### src/rtl/text_term_pkg.sv
// Shared types, ASCII codes and helpers for the terminal write controller.
package text_term_pkg;

    // IDLE: wait for char | EXEC: decode | CLR_LINE: blank one row | CLR_ALL: blank screen
    typedef enum logic [1:0] {
        ST_IDLE     = 2'd0,
        ST_EXEC     = 2'd1,
        ST_CLR_LINE = 2'd2,
        ST_CLR_ALL  = 2'd3
    } state_e;

    localparam logic [6:0] ASCII_BS       = 7'h08;
    localparam logic [6:0] ASCII_LF       = 7'h0A;
    localparam logic [6:0] ASCII_FF       = 7'h0C;
    localparam logic [6:0] ASCII_CR       = 7'h0D;
    localparam logic [6:0] ASCII_SPACE    = 7'h20;
    localparam logic [6:0] ASCII_PRINT_LO = 7'h20;
    localparam logic [6:0] ASCII_PRINT_HI = 7'h7E;

    localparam int BUNDLE_W        = 16;
    localparam int BUNDLE_BG_LSB   = 12;
    localparam int BUNDLE_FG_LSB   = 8;
    localparam int BUNDLE_PAD_BIT  = 7;
    localparam int BUNDLE_CHAR_LSB = 0;

    function automatic logic [BUNDLE_W-1:0] make_bundle(
        input logic [3:0] bg,
        input logic [3:0] fg,
        input logic [6:0] ch
    );
        logic [BUNDLE_W-1:0] b;
        b = '0;
        b[BUNDLE_BG_LSB +: 4]   = bg;
        b[BUNDLE_FG_LSB +: 4]   = fg;
        b[BUNDLE_PAD_BIT]       = 1'b0;
        b[BUNDLE_CHAR_LSB +: 7] = ch;
        return b;
    endfunction

    // Operands are already below m, so one conditional subtract is enough.
    function automatic logic [31:0] add_mod(
        input logic [31:0] a,
        input logic [31:0] b,
        input logic [31:0] m
    );
        logic [31:0] s;
        s = a + b;
        if (s >= m) begin
            s = s - m;
        end
        return s;
    endfunction

endpackage

### src/rtl/text_term_ctrl_wrap_counter.sv
// Up-counter that wraps exactly at MAX-1, used to walk clear-sequence addresses.
module wrap_counter
    import text_term_pkg::*;
#(
    parameter int MAX = 10
) (
    input  logic                   clk_pix,
    input  logic                   rst,
    input  logic                   inc,
    input  logic                   clr,
    output logic [$clog2(MAX)-1:0] cnt,
    output logic                   at_max
);

    localparam int W = $clog2(MAX);

    logic [W-1:0] cnt_q;
    logic [W-1:0] cnt_d;

    assign at_max = (cnt_q == W'(MAX - 1));
    assign cnt    = cnt_q;

    always_comb begin
        cnt_d = cnt_q;
        if (clr) begin
            cnt_d = '0;
        end else if (inc) begin
            cnt_d = at_max ? '0 : cnt_q + 1'b1;
        end
    end

    always_ff @(posedge clk_pix) begin
        if (rst) begin
            cnt_q <= '0;
        end else begin
            cnt_q <= cnt_d;
        end
    end

endmodule

### src/rtl/text_term_ctrl.sv
// Terminal-style write controller: cursor, control-code decode, ring-buffer
// scrolling via row_offset, and line/screen clear sequences.
module text_term_ctrl
    import text_term_pkg::*;
#(
    parameter int GRID_ROW     = 5,
    parameter int GRID_COL     = 10,
    parameter int ASCII_WIDTH  = 7,
    parameter int BUNDLE_WIDTH = 16
) (
    input  logic                        clk_pix,
    input  logic                        rst,
    input  logic                        in_valid,
    output logic                        in_ready,
    input  logic [ASCII_WIDTH-1:0]      in_char,
    input  logic [3:0]                  fg_idx,
    input  logic [3:0]                  bg_idx,
    output logic                        wr_en,
    output logic [$clog2(GRID_COL)-1:0] wr_col,
    output logic [$clog2(GRID_ROW)-1:0] wr_row,
    output logic [BUNDLE_WIDTH-1:0]     wr_data,
    output logic [$clog2(GRID_ROW)-1:0] row_offset,
    output logic [$clog2(GRID_COL)-1:0] cur_col,
    output logic [$clog2(GRID_ROW)-1:0] cur_row,
    output logic                        busy
);

    localparam int COL_W = $clog2(GRID_COL);
    localparam int ROW_W = $clog2(GRID_ROW);

    state_e                  state_q,      state_d;
    logic [COL_W-1:0]        cur_col_q,    cur_col_d;
    logic [ROW_W-1:0]        cur_row_q,    cur_row_d;
    logic [ROW_W-1:0]        row_offset_q, row_offset_d;
    logic [ROW_W-1:0]        clr_row_q,    clr_row_d;
    logic [ASCII_WIDTH-1:0]  char_q,       char_d;
    logic [3:0]              fg_q,         fg_d;
    logic [3:0]              bg_q,         bg_d;
    logic                    wr_en_q,      wr_en_d;
    logic [COL_W-1:0]        wr_col_q,     wr_col_d;
    logic [ROW_W-1:0]        wr_row_q,     wr_row_d;
    logic [BUNDLE_WIDTH-1:0] wr_data_q,    wr_data_d;

    logic [COL_W-1:0]        seq_col;
    logic [ROW_W-1:0]        seq_row;
    logic                    seq_col_max;
    logic                    seq_row_max;
    logic                    seq_col_inc;
    logic                    seq_row_inc;
    logic                    seq_clr;

    logic [ROW_W-1:0]        phys_row;
    logic [ROW_W-1:0]        offset_next;
    logic [BUNDLE_WIDTH-1:0] space_bundle;
    logic                    printable;
    logic                    newline;

    assign in_ready   = (state_q == ST_IDLE) && !rst;
    assign busy       = (state_q == ST_CLR_LINE) || (state_q == ST_CLR_ALL);
    assign wr_en      = wr_en_q;
    assign wr_col     = wr_col_q;
    assign wr_row     = wr_row_q;
    assign wr_data    = wr_data_q;
    assign row_offset = row_offset_q;
    assign cur_col    = cur_col_q;
    assign cur_row    = cur_row_q;

    // Logical row 0 lives at physical row row_offset; the buffer is a ring.
    assign phys_row     = ROW_W'(add_mod(32'(cur_row_q), 32'(row_offset_q), 32'(GRID_ROW)));
    assign offset_next  = ROW_W'(add_mod(32'(row_offset_q), 32'd1, 32'(GRID_ROW)));
    assign space_bundle = BUNDLE_WIDTH'(make_bundle(bg_q, fg_q, ASCII_SPACE));
    assign printable    = (char_q >= ASCII_PRINT_LO) && (char_q <= ASCII_PRINT_HI);

    assign seq_col_inc = busy;
    assign seq_row_inc = (state_q == ST_CLR_ALL) && seq_col_max;
    assign seq_clr     = (state_q == ST_EXEC);

    wrap_counter #(.MAX(GRID_COL)) u_col_cnt (
        .clk_pix (clk_pix),
        .rst     (rst),
        .inc     (seq_col_inc),
        .clr     (seq_clr),
        .cnt     (seq_col),
        .at_max  (seq_col_max)
    );

    wrap_counter #(.MAX(GRID_ROW)) u_row_cnt (
        .clk_pix (clk_pix),
        .rst     (rst),
        .inc     (seq_row_inc),
        .clr     (seq_clr),
        .cnt     (seq_row),
        .at_max  (seq_row_max)
    );

    always_comb begin
        state_d      = state_q;
        cur_col_d    = cur_col_q;
        cur_row_d    = cur_row_q;
        row_offset_d = row_offset_q;
        clr_row_d    = clr_row_q;
        char_d       = char_q;
        fg_d         = fg_q;
        bg_d         = bg_q;
        wr_en_d      = 1'b0;
        wr_col_d     = wr_col_q;
        wr_row_d     = wr_row_q;
        wr_data_d    = wr_data_q;
        newline      = 1'b0;

        case (state_q)
            ST_IDLE: begin
                if (in_valid && in_ready) begin
                    char_d  = in_char;
                    fg_d    = fg_idx;
                    bg_d    = bg_idx;
                    state_d = ST_EXEC;
                end
            end

            ST_EXEC: begin
                state_d = ST_IDLE;
                if (printable) begin
                    wr_en_d   = 1'b1;
                    wr_col_d  = cur_col_q;
                    wr_row_d  = phys_row;
                    wr_data_d = BUNDLE_WIDTH'(make_bundle(bg_q, fg_q, char_q));
                    if (cur_col_q < COL_W'(GRID_COL - 1)) begin
                        cur_col_d = cur_col_q + 1'b1;
                    end else begin
                        cur_col_d = '0;
                        newline   = 1'b1;
                    end
                end else if (char_q == ASCII_CR) begin
                    cur_col_d = '0;
                end else if (char_q == ASCII_LF) begin
                    newline = 1'b1;
                end else if (char_q == ASCII_BS) begin
                    if (cur_col_q != '0) begin
                        cur_col_d = cur_col_q - 1'b1;
                        wr_en_d   = 1'b1;
                        wr_col_d  = cur_col_q - 1'b1;
                        wr_row_d  = phys_row;
                        wr_data_d = space_bundle;
                    end
                end else if (char_q == ASCII_FF) begin
                    cur_col_d    = '0;
                    cur_row_d    = '0;
                    row_offset_d = '0;
                    state_d      = ST_CLR_ALL;
                end

                // Scrolling recycles the old top row as the new bottom row.
                if (newline) begin
                    if (cur_row_q < ROW_W'(GRID_ROW - 1)) begin
                        cur_row_d = cur_row_q + 1'b1;
                    end else begin
                        clr_row_d    = row_offset_q;
                        row_offset_d = offset_next;
                        state_d      = ST_CLR_LINE;
                    end
                end
            end

            ST_CLR_LINE: begin
                wr_en_d   = 1'b1;
                wr_col_d  = seq_col;
                wr_row_d  = clr_row_q;
                wr_data_d = space_bundle;
                if (seq_col_max) begin
                    state_d = ST_IDLE;
                end
            end

            ST_CLR_ALL: begin
                wr_en_d   = 1'b1;
                wr_col_d  = seq_col;
                wr_row_d  = seq_row;
                wr_data_d = space_bundle;
                if (seq_col_max && seq_row_max) begin
                    state_d = ST_IDLE;
                end
            end

            default: begin
                state_d = ST_IDLE;
            end
        endcase
    end

    always_ff @(posedge clk_pix) begin
        if (rst) begin
            state_q      <= ST_CLR_ALL;
            cur_col_q    <= '0;
            cur_row_q    <= '0;
            row_offset_q <= '0;
            clr_row_q    <= '0;
            char_q       <= '0;
            fg_q         <= '0;
            bg_q         <= '0;
            wr_en_q      <= 1'b0;
            wr_col_q     <= '0;
            wr_row_q     <= '0;
            wr_data_q    <= '0;
        end else begin
            state_q      <= state_d;
            cur_col_q    <= cur_col_d;
            cur_row_q    <= cur_row_d;
            row_offset_q <= row_offset_d;
            clr_row_q    <= clr_row_d;
            char_q       <= char_d;
            fg_q         <= fg_d;
            bg_q         <= bg_d;
            wr_en_q      <= wr_en_d;
            wr_col_q     <= wr_col_d;
            wr_row_q     <= wr_row_d;
            wr_data_q    <= wr_data_d;
        end
    end

endmodule

### config.mk
export PLATFORM = sky130hd
export DESIGN_NAME = text_term_ctrl
export DESIGN_NICKNAME = d
export VERILOG_FILES = /design/src/rtl/text_term_pkg.sv /design/src/rtl/text_term_ctrl_wrap_counter.sv /design/src/rtl/text_term_ctrl.sv
export SDC_FILE = /design/constraint.sdc
export NUM_CORES = 1
export LEC_CHECK = 0
export BUFFER_PORTS_ARGS = -buffer_cell sky130_fd_sc_hd__buf_2
export CAP_MARGIN = 20
export CORE_UTILIZATION = 55
export CTS_BUF_LIST = sky130_fd_sc_hd__clkbuf_2
export DETAILED_ROUTE_END_ITERATION = 10
export GPL_TIMING_DRIVEN = 0
export MAX_ROUTING_LAYER = met4
export PLACE_DENSITY = 0.76
export SLEW_MARGIN = 20
export SYNTH_ARGS = -nofsm -noshare
export SYNTH_HDL_FRONTEND = slang
export SYNTH_SLANG_ARGS = --single-unit
### constraint.sdc
create_clock -name clk_pix -period 3 [get_ports clk_pix]
set_input_delay 0.3 -clock clk_pix [delete_from_list [all_inputs] [get_ports clk_pix]]
set_output_delay 0.3 -clock clk_pix [all_outputs]
set_load 0.05 [all_outputs]
# Yosys cells after proc, flatten, opt, wreduce, memory -nomap -nowiden

Index checks and enable logic that the tools add are counted.

Input port bits: 18
Bits in registers: 61
Word-level logic and storage cells: 132

Equal/unequal tests: 18
Reduce and logical (&&, ||, !) cells: 20
Order comparisons: 6
Mux-type cells: 64
Add/subtract/negate cells: 9
Bitwise operators: 1

Operator list:

| operator                                                                             | count |
|---|---|
| 16-bit two-way mux                                                                   | 5 |
| 3-bit two-way mux                                                                    | 22 |
| 4-bit two-way mux                                                                    | 12 |
| 16-bit one-hot mux with 2 select lines                                               | 1 |
| 7-bit by 4-bit == test with 1-bit output (second input constant)                     | 4 |
| 2-bit two-way mux                                                                    | 10 |
| 1-bit two-way mux                                                                    | 10 |
| 5-bit AND reduction                                                                  | 2 |
| 3-bit inequality test (second input constant)                                        | 3 |
| 3-bit one-hot mux with 3 select lines                                                | 1 |
| 4-bit by 1-bit adder with 4-bit output (second input constant)                       | 2 |
| 4-bit by 3-bit greater-or-equal comparator with 1-bit output (second input constant) | 2 |
| 2-bit one-hot mux with 4 select lines                                                | 1 |
| 4-bit one-hot mux with 2 select lines                                                | 1 |
| 4-bit nonzero test                                                                   | 2 |
| 7-bit by 6-bit greater-or-equal comparator with 1-bit output (second input constant) | 1 |
| 7-bit <= comparator (second input constant)                                          | 1 |
| 3-bit by 1-bit adder with 3-bit output (second input constant)                       | 2 |
| 3-bit by 1-bit inequality test with 1-bit output (second input constant)             | 2 |
| 3-bit AND reduction                                                                  | 2 |
| 3-bit subtractor (second input constant)                                             | 2 |
| 1-bit logical AND                                                                    | 5 |
| 3-bit by 1-bit adder with 4-bit output (second input constant)                       | 1 |
| 3-bit by 3-bit adder with 4-bit output                                               | 1 |
| 20 further kinds                                                                     | 23 |

# Logic depth before layout (Yosys ltp)

Depth after elaboration: 9
Mapped depth: 9

# Cells and area by module

A second synthesis with hierarchy kept.

Cell total of the unflattened synthesis: 367
Area total of the unflattened synthesis: 3,106.7 um2

By module, submodules not included:

| module                    | area an instance (um2) | cells each | times used |
|---|---|---|---|
| text_term_ctrl            | 2,737.6                | 327        | 1 |
| wrap_counter at u_col_cnt | 198.9                  | 21         | 1 |
| wrap_counter at u_row_cnt | 170.2                  | 19         | 1 |

# Worst setup path before layout

No wires, ideal clock.

Path type: reg-to-reg
From: register row_offset_q[0], in the netlist row_offset[0]
To: register wr_row_q[1], in the netlist wr_row[1]
Cell stages (with the launch flop): 10
Arrival: 2,576 ps
Required time: 2,929 ps
Slack: 353 ps
Buffers on the path: 0
Cell sequence: dfxtp_1 > ha_1 > fa_1 > inv_1 > ha_1 > nand2b_1 > a221oi_1 > mux2i_1 > o211ai_1 > a21oi_1

Word-level cells in the longest chain between the ends: 9
Elaborated cells between the ends (all ways): 10
Classes of those cells: 2 x add/sub; 1 x order compare; 7 x mux

Ends and longest elaborated chain:

| element                                                                                          | line                                     | text |
|---|---|---|
| start, declared                                                                                  | text_term_ctrl.sv:34                     | `logic [ROW_W-1:0] row_offset_q, row_offset_d;` |
| start signal, assigned                                                                           | text_term_ctrl.sv:209                    | `row_offset_q <= row_offset_d;` |
| 3-bit by 3-bit adder with 4-bit output (*)                                                       | text_term_pkg.sv:47                      | `s = a + b;` |
| 4-bit by 3-bit greater-or-equal comparator with 1-bit output or 3-bit subtractor (tied branches) | text_term_pkg.sv:48, text_term_pkg.sv:49 |  |
| 3-bit two-way mux (*)                                                                            | text_term_pkg.sv:48                      | `if (s >= m) begin` |
| 3-bit two-way mux                                                                                | text_term_ctrl.sv:139                    | `if (cur_col_q != '0) begin` |
| 3-bit two-way mux                                                                                | text_term_ctrl.sv:138                    | `end else if (char_q == ASCII_BS) begin` |
| 3-bit two-way mux                                                                                | text_term_ctrl.sv:136                    | `end else if (char_q == ASCII_LF) begin` |
| 3-bit two-way mux                                                                                | text_term_ctrl.sv:134                    | `end else if (char_q == ASCII_CR) begin` |
| 3-bit two-way mux (*)                                                                            | text_term_ctrl.sv:123                    | `if (printable) begin` |
| 3-bit one-hot mux with 3 select lines (*)                                                        | text_term_ctrl.sv:111                    | `case (state_q)` |
| end signal, assigned                                                                             | text_term_ctrl.sv:216                    | `wr_row_q <= wr_row_d;` |
| end, declared                                                                                    | text_term_ctrl.sv:41                     | `logic [ROW_W-1:0] wr_row_q, wr_row_d;` |

Mark *: on every way between the ends. The rest lies on a longest branch, timed or not. The select of a mux whose other input is x is not followed.
A chain may end at the register's enable or synchronous reset.

# Final worst setup path

Ends and elaborated chain as after synthesis.

==> results.toml <==
[status]
outcome = "completed"

[final_layout]
drive_gt1_share_pct = 20.0
antenna_cells = 0
area_growth_pct = 16.7
final_core_util_pct = 67.8
final_area_mm2 = 0.00353
final_common_cell = "nand2_1"
nNetsFinal = 470
finalNonFillerCells = 514
mostFrequentLayoutCells = "nand2_1, dfxtp_1, buf_2"
fillers = 454

[critical_path]
critPathArrivalTime_ns = 3.11
cp_data_required_time_ns = 3.45
startpoint_type = "flop"
setup.worst_path.end_class = "flop"
crit_fanout = 8
critPathKind = "reg2reg"

[power]
p_sw_share_pct = 28.6
switching_power_uw = 376
leakage_nw = 1.45
cell_internal_pwr_uw = 941
seqPwrFrac_pct = 61.5
power_density_mw_per_mm2 = 373
p_clk_share_pct = 33.2
pwr-share-comb_pct = 5.3
vdd_drop_max_mv = 0.324
power_mw = 1.32

[sta]
maxSlewViolCount = 0
worst_slew_pin_slew_ns = 0.641
relSlewSlack_pct = 57.1
skew_ns = 0.0459
fin_ws_ns = 0.343
hold_slack_ns = 0.0140
period_needed_ns = 2.66
fin_tns_setup_ns = 0
rsz0062_at_grt = "no"
final-hold-violation-count = 0
fmax_mhz = 376
setup_viol_count_final = 0
period_share_pct = 88.6

[flow_run]
cap_violations = 0

[die]
fp.dieW_um = 76.2
row_count = 26
io_pins = 54
fp.dieH_um = 76.2
start_util_pct = 58.1
core_mm2 = 0.00520
die_area_mm2 = 0.00580

[clock_tree]
ctsResizeCount = 0
cts_tree = "yes"
clk_pin_slew_ns = 0.21
cts_made_buffers = 9
insertion_delay_ns = 0.50
h-tree-depth = 3
clock-root-buffer = "clkbuf_2"
cts_buffer_depth = 2
clock-sinks = 60

[global_route]
antenna_found_initial = 0
grt-ovfl-total = 0
first_global_vias = 2632
grt_usage_pct = 28.8
grt_max_degree = 13
grt_pass1_wl_um = 12900

[synth]
synth_top_area_share_pct = 39.7
yosysUniqueCellTypes = 61
synthTopCellsByArea = "dfxtp_1, nand2_1, a21oi_1, ha_1, o21ai_0"
syn_nets = 401
ys_ff_latch = 60
synth_edf_count = 0
synth_largest_area_cell = "dfxtp_1"
syn-cell-area_mm2 = 0.00303
yosysWarnings = 0
synth.avg_cell_area_um2 = 8.18
synth_cells = 370
yosysSeqAreaShare_pct = 39.7
synth_ff_type = "dfxtp_1"
synthArstFlopShare_pct = 0

[drt]
viasPerCell = 5.61
post_drt_wl_per_cell_um = 14.8
ant_nets = 0
drt_iter0_drc = 186
drc = 0
wl_um = 7620
dr_total_vias = 2884
firstDrtPassIters = 4

[place]
place_hpwl_um = 5470
numPortBuffers = 52
dp.cells = 492
place_congestion = 0.878
pre_cts_slack_ns = 0.356
place_area_mm2 = 0.00337

[hold_path]
hold_class = "in2reg"
logic make-up (layout without fill, tap and decap cells):
| kind of cell | after synthesis | count (layout) | share of synthesized area, % |
|---|---|---|---|
| XOR/XNOR | 8 | 8 | 2.31 |
| flip-flops | 60 | 60 | 39.7 |
| buffers and inverters | 36 | 110 | 4.92 |
| other | 1 | 1 | 0.124 |
| adder cells (fa/ha/maj) | 13 | 13 | 5.62 |
| multiplexers | 6 | 6 | 1.98 |
| AO/OA/AOI/OAI | 102 | 102 | 22.3 |
| AND/OR/NAND/NOR | 144 | 144 | 23.0 |
registers in the layout, indices dropped and copies added (netlist names):
signal / flops
u_col_cnt.cnt: 4
clr_row_q: 3
u_row_cnt.cnt: 3
cur_col: 4
wr_col: 4
fg_q: 4
bg_q: 4
row_offset: 3
wr_data: 15
wr_en: 1
cur_row: 3
state_q: 2
wr_row: 3
char_q: 7
what timing repair did:
action / 4_1_cts / 5_1_grt
buffers inserted: 0 / 0
endpoints found under the hold margin: 4 / 2
setup endpoints to repair: 0 / 0
hold buffers: 4 / 2
critical path, stage by stage, from the launching register on:
cell and delay, ns:
dfxtp_1 0.53, ha_1 0.26, fa_1 0.43, inv_1 0.12
ha_1 0.20, nand2b_1 0.06, a221oi_1 0.45, mux2i_1 0.28
o211ai_1 0.13, a21oi_1 0.15
cells in the mapped netlist (2+ instances only):
cell type / instances
clkbuf_1: 11
a221oi_1: 2
nand4_1: 2
nor3_2: 2
buf_4: 2
nand2b_1: 3
ha_1: 12
a211oi_1: 8
o221ai_1: 2
dfxtp_1: 60
a21oi_1: 30
o31ai_1: 2
a22oi_1: 5
nor2b_1: 2
xnor2_1: 4
buf_2: 5
nor3_1: 6
a21o_1: 3
or4_1: 2
nor3b_1: 3
nor2_1: 24
nand2_1: 70
and4_1: 2
o21ai_0: 27
o32ai_1: 3
a31oi_1: 3
nand3_1: 11
xor2_1: 4
inv_1: 16
buf_1: 2
or3_1: 5
mux2i_1: 6
o211ai_1: 3
path summary, 6_finish.rpt:
kind,startpoint,endpoint,slack (ns),depth (start not counted)
setup / recovery,row_offset[0],wr_row[1],0.34,9
hold / removal,in_char[3],char_q[3],0.01,3
setup reg to reg,row_offset[0],wr_row[1],0.34,9
hold reg to reg,wr_data[13],wr_data[13],0.47,2
routing by layer:
layer	global-route usage, %	vias to the layer above	share of wire (%)
met5	-	-	0
met4	10.2	0	1.8
met3	4.31	14	4.6
met2	44.5	78	47
met1	38.3	1337	47
li1	-	1455	-
cell type report:
class	instances	area, um^2	area share [%]
Tap cell	70	87.6	2.48
Multi-Input combinational cell	274	1680	47.5
Clock buffer	9	45.0	1.28
Inverter	16	60.1	1.70
Timing Repair Buffer	58	320	9.07
Sequential cell	60	1200	34.0
Clock inverter	7	51.3	1.45
Buffer	20	88.8	2.52
power groups by stage:
stage | clock (mW) | combinational (mW) | sequential, mW
final | 0.437 | 0.0699 | 0.811
after detailed placement | 0 | 0.0638 | 0.827
after floorplan | 0 | 0.0277 | 0.837
after global placement | 0 | 0.0636 | 0.827
after CTS | 0.440 | 0.0679 | 0.811
after global routing | 0.476 | 0.0758 | 0.813
No activity file was read; power rests on OpenSTA's default activity.
